<file path="src/rtl/cnn_stage_sequencer_if.sv">
// Host/stage-engine bundle for the CNN stage sequencer.
// The master side drives run requests and stage responses; the slave side is the sequencer.
interface cnn_stage_sequencer_if #(
    parameter int NUM_STAGES = 3,
    parameter int DATA_W     = 32,
    parameter int CNT_W      = 32
);
    localparam int ERR_W = (NUM_STAGES > 1) ? $clog2(NUM_STAGES) : 1;

    logic                  enable;
    logic [NUM_STAGES-1:0] bypass_mask;
    logic                  relu_en;
    logic [NUM_STAGES-1:0] stage_start;
    logic [NUM_STAGES-1:0] stage_done;
    logic [DATA_W-1:0]     final_in;
    logic [DATA_W-1:0]     value;
    logic                  done;
    logic                  busy;
    logic                  timeout_err;
    logic [ERR_W-1:0]      err_stage;
    logic [CNT_W-1:0]      cycle_count;

    modport master (
        output enable, bypass_mask, relu_en, stage_done, final_in,
        input  stage_start, value, done, busy, timeout_err, err_stage, cycle_count
    );

    modport slave (
        input  enable, bypass_mask, relu_en, stage_done, final_in,
        output stage_start, value, done, busy, timeout_err, err_stage, cycle_count
    );
endinterface

</file>
<file path="src/rtl/cnn_stage_sequencer.sv">
// Runs NUM_STAGES layer engines in order with per-run bypass, per-stage timeout,
// optional output ReLU and a LAUNCH+WAIT cycle counter.
module cnn_stage_sequencer #(
    parameter int NUM_STAGES = 3,
    parameter int DATA_W     = 32,
    parameter int TIMEOUT    = 1023,
    parameter int CNT_W      = 32
) (
    input  logic                 clk,
    input  logic                 rst,
    cnn_stage_sequencer_if.slave bus
);
    localparam int IDX_W  = (NUM_STAGES > 1) ? $clog2(NUM_STAGES) : 1;
    localparam int WAIT_W = (TIMEOUT > 1) ? $clog2(TIMEOUT) : 1;

    typedef enum logic [2:0] {S_IDLE, S_LAUNCH, S_WAIT, S_FINISH, S_ERROR} state_t;

    state_t                state_reg;
    logic [IDX_W-1:0]      idx_reg;
    logic [WAIT_W-1:0]     wait_cnt_reg;
    logic [NUM_STAGES-1:0] mask_reg;
    logic [NUM_STAGES-1:0] stage_start_reg;
    logic [DATA_W-1:0]     value_reg;
    logic                  done_reg;
    logic                  busy_reg;
    logic                  timeout_err_reg;
    logic [IDX_W-1:0]      err_stage_reg;
    logic [CNT_W-1:0]      cycle_count_reg;

    logic [NUM_STAGES-1:0] first_cand;
    logic [NUM_STAGES-1:0] next_cand;
    logic [IDX_W-1:0]      first_idx;
    logic [IDX_W-1:0]      next_idx;
    logic                  first_any;
    logic                  next_any;
    logic [DATA_W-1:0]     result;
    logic [CNT_W-1:0]      cycle_count_next;
    logic                  timed_out;

    function automatic logic [IDX_W-1:0] lowest(input logic [NUM_STAGES-1:0] v);
        lowest = '0;
        for (int i = NUM_STAGES - 1; i >= 0; i--) begin
            if (v[i]) lowest = IDX_W'(i);
        end
    endfunction

    function automatic logic [NUM_STAGES-1:0] onehot(input logic [IDX_W-1:0] i);
        onehot = NUM_STAGES'(1) << i;
    endfunction

    // Candidate stages: any unbypassed stage at run start, or unbypassed stages past idx.
    generate
        for (genvar gi = 0; gi < NUM_STAGES; gi++) begin : g_cand
            assign first_cand[gi] = ~bus.bypass_mask[gi];
            assign next_cand[gi]  = ~mask_reg[gi] && (IDX_W'(gi) > idx_reg);
        end
    endgenerate

    assign first_idx = lowest(first_cand);
    assign next_idx  = lowest(next_cand);
    assign first_any = |first_cand;
    assign next_any  = |next_cand;

    assign result           = (bus.relu_en && bus.final_in[DATA_W-1]) ? '0 : bus.final_in;
    assign cycle_count_next = (&cycle_count_reg) ? cycle_count_reg : cycle_count_reg + CNT_W'(1);
    assign timed_out        = (TIMEOUT != 0) && (wait_cnt_reg == WAIT_W'(TIMEOUT - 1));

    always_ff @(posedge clk or posedge rst) begin
        if (rst) begin
            state_reg       <= S_IDLE;
            idx_reg         <= '0;
            wait_cnt_reg    <= '0;
            mask_reg        <= '0;
            stage_start_reg <= '0;
            value_reg       <= '0;
            done_reg        <= 1'b0;
            busy_reg        <= 1'b0;
            timeout_err_reg <= 1'b0;
            err_stage_reg   <= '0;
            cycle_count_reg <= '0;
        end else begin
            case (state_reg)
                S_IDLE: begin
                    if (bus.enable) begin
                        mask_reg        <= bus.bypass_mask;
                        cycle_count_reg <= '0;
                        timeout_err_reg <= 1'b0;
                        if (first_any) begin
                            idx_reg         <= first_idx;
                            stage_start_reg <= onehot(first_idx);
                            busy_reg        <= 1'b1;
                            state_reg       <= S_LAUNCH;
                        end else begin
                            value_reg <= result;
                            done_reg  <= 1'b1;
                            state_reg <= S_FINISH;
                        end
                    end
                end
                S_LAUNCH: begin
                    stage_start_reg <= '0;
                    wait_cnt_reg    <= '0;
                    cycle_count_reg <= cycle_count_next;
                    state_reg       <= S_WAIT;
                end
                S_WAIT: begin
                    cycle_count_reg <= cycle_count_next;
                    // A done arriving on the last allowed cycle beats the timeout.
                    if (bus.stage_done[idx_reg]) begin
                        if (next_any) begin
                            idx_reg         <= next_idx;
                            stage_start_reg <= onehot(next_idx);
                            state_reg       <= S_LAUNCH;
                        end else begin
                            value_reg <= result;
                            done_reg  <= 1'b1;
                            busy_reg  <= 1'b0;
                            state_reg <= S_FINISH;
                        end
                    end else if (timed_out) begin
                        timeout_err_reg <= 1'b1;
                        err_stage_reg   <= idx_reg;
                        busy_reg        <= 1'b0;
                        state_reg       <= S_ERROR;
                    end else begin
                        wait_cnt_reg <= wait_cnt_reg + WAIT_W'(1);
                    end
                end
                S_FINISH: begin
                    done_reg  <= 1'b0;
                    state_reg <= S_IDLE;
                end
                S_ERROR: begin
                    if (!bus.enable) state_reg <= S_IDLE;
                end
                default: state_reg <= S_IDLE;
            endcase
        end
    end

    assign bus.stage_start = stage_start_reg;
    assign bus.value       = value_reg;
    assign bus.done        = done_reg;
    assign bus.busy        = busy_reg;
    assign bus.timeout_err = timeout_err_reg;
    assign bus.err_stage   = err_stage_reg;
    assign bus.cycle_count = cycle_count_reg;
endmodule

</file>
<file path="src/flat_wrapper.sv">
// flat-port wrapper written by rule: the top's interface ports become plain ports
module cnn_stage_sequencer_flat 
#(
    parameter int NUM_STAGES = 3,
    parameter int DATA_W     = 32,
    parameter int TIMEOUT    = 1023,
    parameter int CNT_W      = 32
)
  (clk, rst, bus_enable, bus_bypass_mask, bus_relu_en, bus_stage_done, bus_final_in, bus_stage_start, bus_value, bus_done, bus_busy, bus_timeout_err, bus_err_stage, bus_cycle_count);
  cnn_stage_sequencer_if #(.NUM_STAGES(NUM_STAGES), .DATA_W(DATA_W), .CNT_W(CNT_W)) bus_i ();
  input  logic clk;
  input  logic rst;
  input wire logic [$bits(bus_i.enable)-1:0] bus_enable;
  input wire logic [$bits(bus_i.bypass_mask)-1:0] bus_bypass_mask;
  input wire logic [$bits(bus_i.relu_en)-1:0] bus_relu_en;
  input wire logic [$bits(bus_i.stage_done)-1:0] bus_stage_done;
  input wire logic [$bits(bus_i.final_in)-1:0] bus_final_in;
  output wire logic [$bits(bus_i.stage_start)-1:0] bus_stage_start;
  output wire logic [$bits(bus_i.value)-1:0] bus_value;
  output wire logic [$bits(bus_i.done)-1:0] bus_done;
  output wire logic [$bits(bus_i.busy)-1:0] bus_busy;
  output wire logic [$bits(bus_i.timeout_err)-1:0] bus_timeout_err;
  output wire logic [$bits(bus_i.err_stage)-1:0] bus_err_stage;
  output wire logic [$bits(bus_i.cycle_count)-1:0] bus_cycle_count;
  assign bus_i.enable = bus_enable;
  assign bus_i.bypass_mask = bus_bypass_mask;
  assign bus_i.relu_en = bus_relu_en;
  assign bus_i.stage_done = bus_stage_done;
  assign bus_i.final_in = bus_final_in;
  assign bus_stage_start = bus_i.stage_start;
  assign bus_value = bus_i.value;
  assign bus_done = bus_i.done;
  assign bus_busy = bus_i.busy;
  assign bus_timeout_err = bus_i.timeout_err;
  assign bus_err_stage = bus_i.err_stage;
  assign bus_cycle_count = bus_i.cycle_count;
  cnn_stage_sequencer #(.NUM_STAGES(NUM_STAGES), .DATA_W(DATA_W), .TIMEOUT(TIMEOUT), .CNT_W(CNT_W)) u_core (.clk(clk), .rst(rst), .bus(bus_i));
endmodule
</file>
<file path="config.mk">
export PLATFORM = sky130hd
export DESIGN_NAME = cnn_stage_sequencer_flat
export DESIGN_NICKNAME = d
export VERILOG_FILES = /design/src/rtl/cnn_stage_sequencer_if.sv /design/src/rtl/cnn_stage_sequencer.sv /design/src/flat_wrapper.sv
export SDC_FILE = /design/constraint.sdc
export NUM_CORES = 1
export LEC_CHECK = 0
export ABC_AREA = 1
export BUFFER_PORTS_ARGS = -buffer_cell sky130_fd_sc_hd__buf_2
export CAP_MARGIN = 20
export CORE_UTILIZATION = 47
export DETAILED_ROUTE_END_ITERATION = 8
export HOLD_SLACK_MARGIN = 0.02
export PLACE_DENSITY = 0.73
export SETUP_SLACK_MARGIN = 0.5
export SLEW_MARGIN = 20
export SYNTH_ARGS = -nofsm -noshare
export SYNTH_HDL_FRONTEND = slang
export SYNTH_SLANG_ARGS = --single-unit
</file>
<file path="constraint.sdc">
create_clock -name clk -period 3.2 [get_ports clk]
set_input_delay 0.32 -clock clk [delete_from_list [all_inputs] [get_ports clk]]
set_output_delay 0.32 -clock clk [all_outputs]
set_load 0.01 [all_outputs]
</file>
==> results.cfg <==
[worst_setup_path]
start_kind = flip-flop
end_kind = flip-flop
r2r.worst_path.cells = 7
cp-startpoint = u_core.state_reg[1]
r2r_end = u_core.bus.cycle_count[11]
crit_arrival_ns = 2.45
r2r-start = u_core.state_reg[1]
r2r_slack_ns = 1.02
crit_type = reg2reg
worst_ep_required_time_ns = 3.47
cp_max_fo = 15

[pwr]
seqPwrFrac_pct = 58.4
power.share.switching_pct = 25.0
comb_power_share_pct = 3.3
p_switching_uw = 482
power_density_mw_per_mm2 = 339
power_mw = 1.93
power_frac_clock_pct = 38.3
ir_drop_mv = 0.235
p_int_mw = 1.45
leakagePower_nw = 2.94

[synth]
synth-seq-area-share_pct = 45.8
ys_ff_latch = 89
yosysMostFrequentCell = nand2_1
synthCells = 653
syn_nets = 698
synthArstFlopShare_pct = 100
synth_area_leaders = dfrtp_1 46%, nand2_1 20%, nand3_1 8.1%, nor2_1 4.9%, inv_1 3.4%
synthTopCellsByCount = 253 x nand2_1, 89 x dfrtp_1, 79 x nand3_1, 64 x nor2_1, 44 x inv_1
synth_cell_types = 35
synthFlopType = dfrtp_1
synth_top_area_cell = dfrtp_1
yosysTopAreaCellShare_pct = 45.8
synth_area_mm2 = 0.00487
avgSynthCellArea_um2 = 7.45
synth-edff-count = 0
synth_warnings = 0

[layout]
area_growth_pct = 16.8
final_cells = 900
nFillCells = 929
layout.nets = 807
multi_input_area_mm2 = 0.00232
n_antenna_cell = 0
ff_latch_area_mm2 = 0.00223
layout-drive-gt1-share_pct = 21.3

[routing]
dr.pass1.iters = 5
routed_wl_mm = 12.3
vias_per_cell = 5.16
drc = 0
drt.antenna.violating_nets = 0
vias = 4646
drtIter0Drc = 327
wire_per_inst_um = 13.7

[global_routing]
grt.total_usage_pct = 23.7
grt_pass1_wl_mm = 20.7
overflow = 0
antenna_found_initial = 0
grt_pass1_vias = 4375
grt_max_degree = 90

[timing]
hold_violations = 0
slew_violations = 0
finalSetupViolCount = 0
fin_hold_ws_ns = 0.0567
grt_setup_unrepaired = no
finalSetupTns_ns = 0
timing.final.ws_setup_ns = 1.02
timing.fmax_mhz = 458
maxSlewHeadroom_pct = 36.3
tightest_slew_ns = 0.954
finalCriticalPeriod_ns = 2.18
skew_ns = 0.0110
post-route-period-util_pct = 68.2

[floorplanning]
io_pins = 114
core_area_mm2 = 0.00991
die_y_um = 104
design.die.area_mm2 = 0.0108
start_util_pct = 49.1
die_x_um = 104
rows = 36

[place]
place_hpwl_mm = 8.89
io_buffers = 113
post-place-ws_ns = 1.04
dpl.cell_count = 884
globalplace.congestion = 0.908

[clocking]
htreeDepth = 3
cts_tree = done
cts-resized-gates = 0
cts_sinks = 89
hold_buffers = 0
cts_buffer_depth = 2
clkTransAtPathRegs_ns = 0.10
cts_root_buf = clkbuf_8
numCtsBuffers = 9
clock_latency_ns = 0.36
postCtsSetupBuffers = 0

[run]
cap_violations = 0

[hold_path]
hold_path_class = in2async

[status]
status = finished, final reports clean
[worst max-delay path, cell delays in order, from the launching register on]
cell	delay, ns
dfrtp_1	0.47
inv_2	0.14
nand3_2	0.25
nand2_4	0.27
inv_2	0.10
nand2_2	0.08
nand4_2	0.42
o21ai_0	0.34
[power by group through the flow]
stage                     sequential, mW  clock, mW  combinational (mW)
final                               1.13      0.739              0.0638
after global routing                1.13      0.805              0.0723
after CTS                           1.13      0.758              0.0658
after detailed placement            1.15          0              0.0657
after global placement              1.15          0              0.0657
after floorplan                     1.15          0              0.0255
[how the worst max path moves through the flow]
stage / endpoint / slack [ns] / cells after the start
floorplan: u_core.bus.busy / 0.57 / 1
global placement: u_core.bus.cycle_count[11] / 1.14 / 7
detailed placement: u_core.bus.cycle_count[11] / 1.04 / 7
CTS: u_core.bus.cycle_count[11] / 1.00 / 7
global route: u_core.wait_cnt_reg[0] / 0.84 / 9
finish: u_core.bus.cycle_count[11] / 1.02 / 7
[per-stage QoR]
stage,util (%),area (µm²)
after floorplan,-,4870
after global placement,55.5,5500
after detailed placement,55.5,5500
after CTS,57.4,5680
after global routing,57.4,5680
final,57.4,5680
[cell families after synthesis]
logic type / synth area share, %
flip-flops: 45.8
AO/OA/AOI/OAI: 5.04
AND/OR/NAND/NOR: 38.8
XOR/XNOR: 3.06
adder cells (fa/ha/maj): 0.771
buffers and inverters: 6.61
[per-layer routing]
| metal | vias up | wire length [µm] | share of wire [%] | track usage (%) |
|---|---|---|---|---|
| li1 | 2285 | - | - | - |
| met1 | 2185 | 5750 | 47 | 32.4 |
| met2 | 159 | 5710 | 46 | 38.0 |
| met3 | 17 | 657 | 5.3 | 3.27 |
| met4 | 0 | 234 | 1.9 | 9.69 |
| met5 | - | 0 | 0 | 0 |
[cell type report]
class	count	area share (%)
Clock buffer	9	2.18
Clock inverter	7	1.08
Inverter	51	3.43
Multi-Input combinational cell	496	40.8
Sequential cell	89	39.2
Tap cell	133	2.93
Timing Repair Buffer	115	10.4
[layout by cell type, fill, tap and decap left out, drive strengths merged, types with 4 or more instances in the layout]
master / Yosys / final
nand2: 262 / 262
buf: 13 / 115
dfrtp: 89 / 89
nand3: 80 / 80
nor2: 68 / 68
inv: 51 / 54
o21ai: 35 / 35
xor2: 10 / 10
clkbuf: 4 / 9
nand4: 8 / 8
xnor2: 7 / 7
nor3: 7 / 7
or2: 4 / 4
Power figures use the tool's default switching activity.
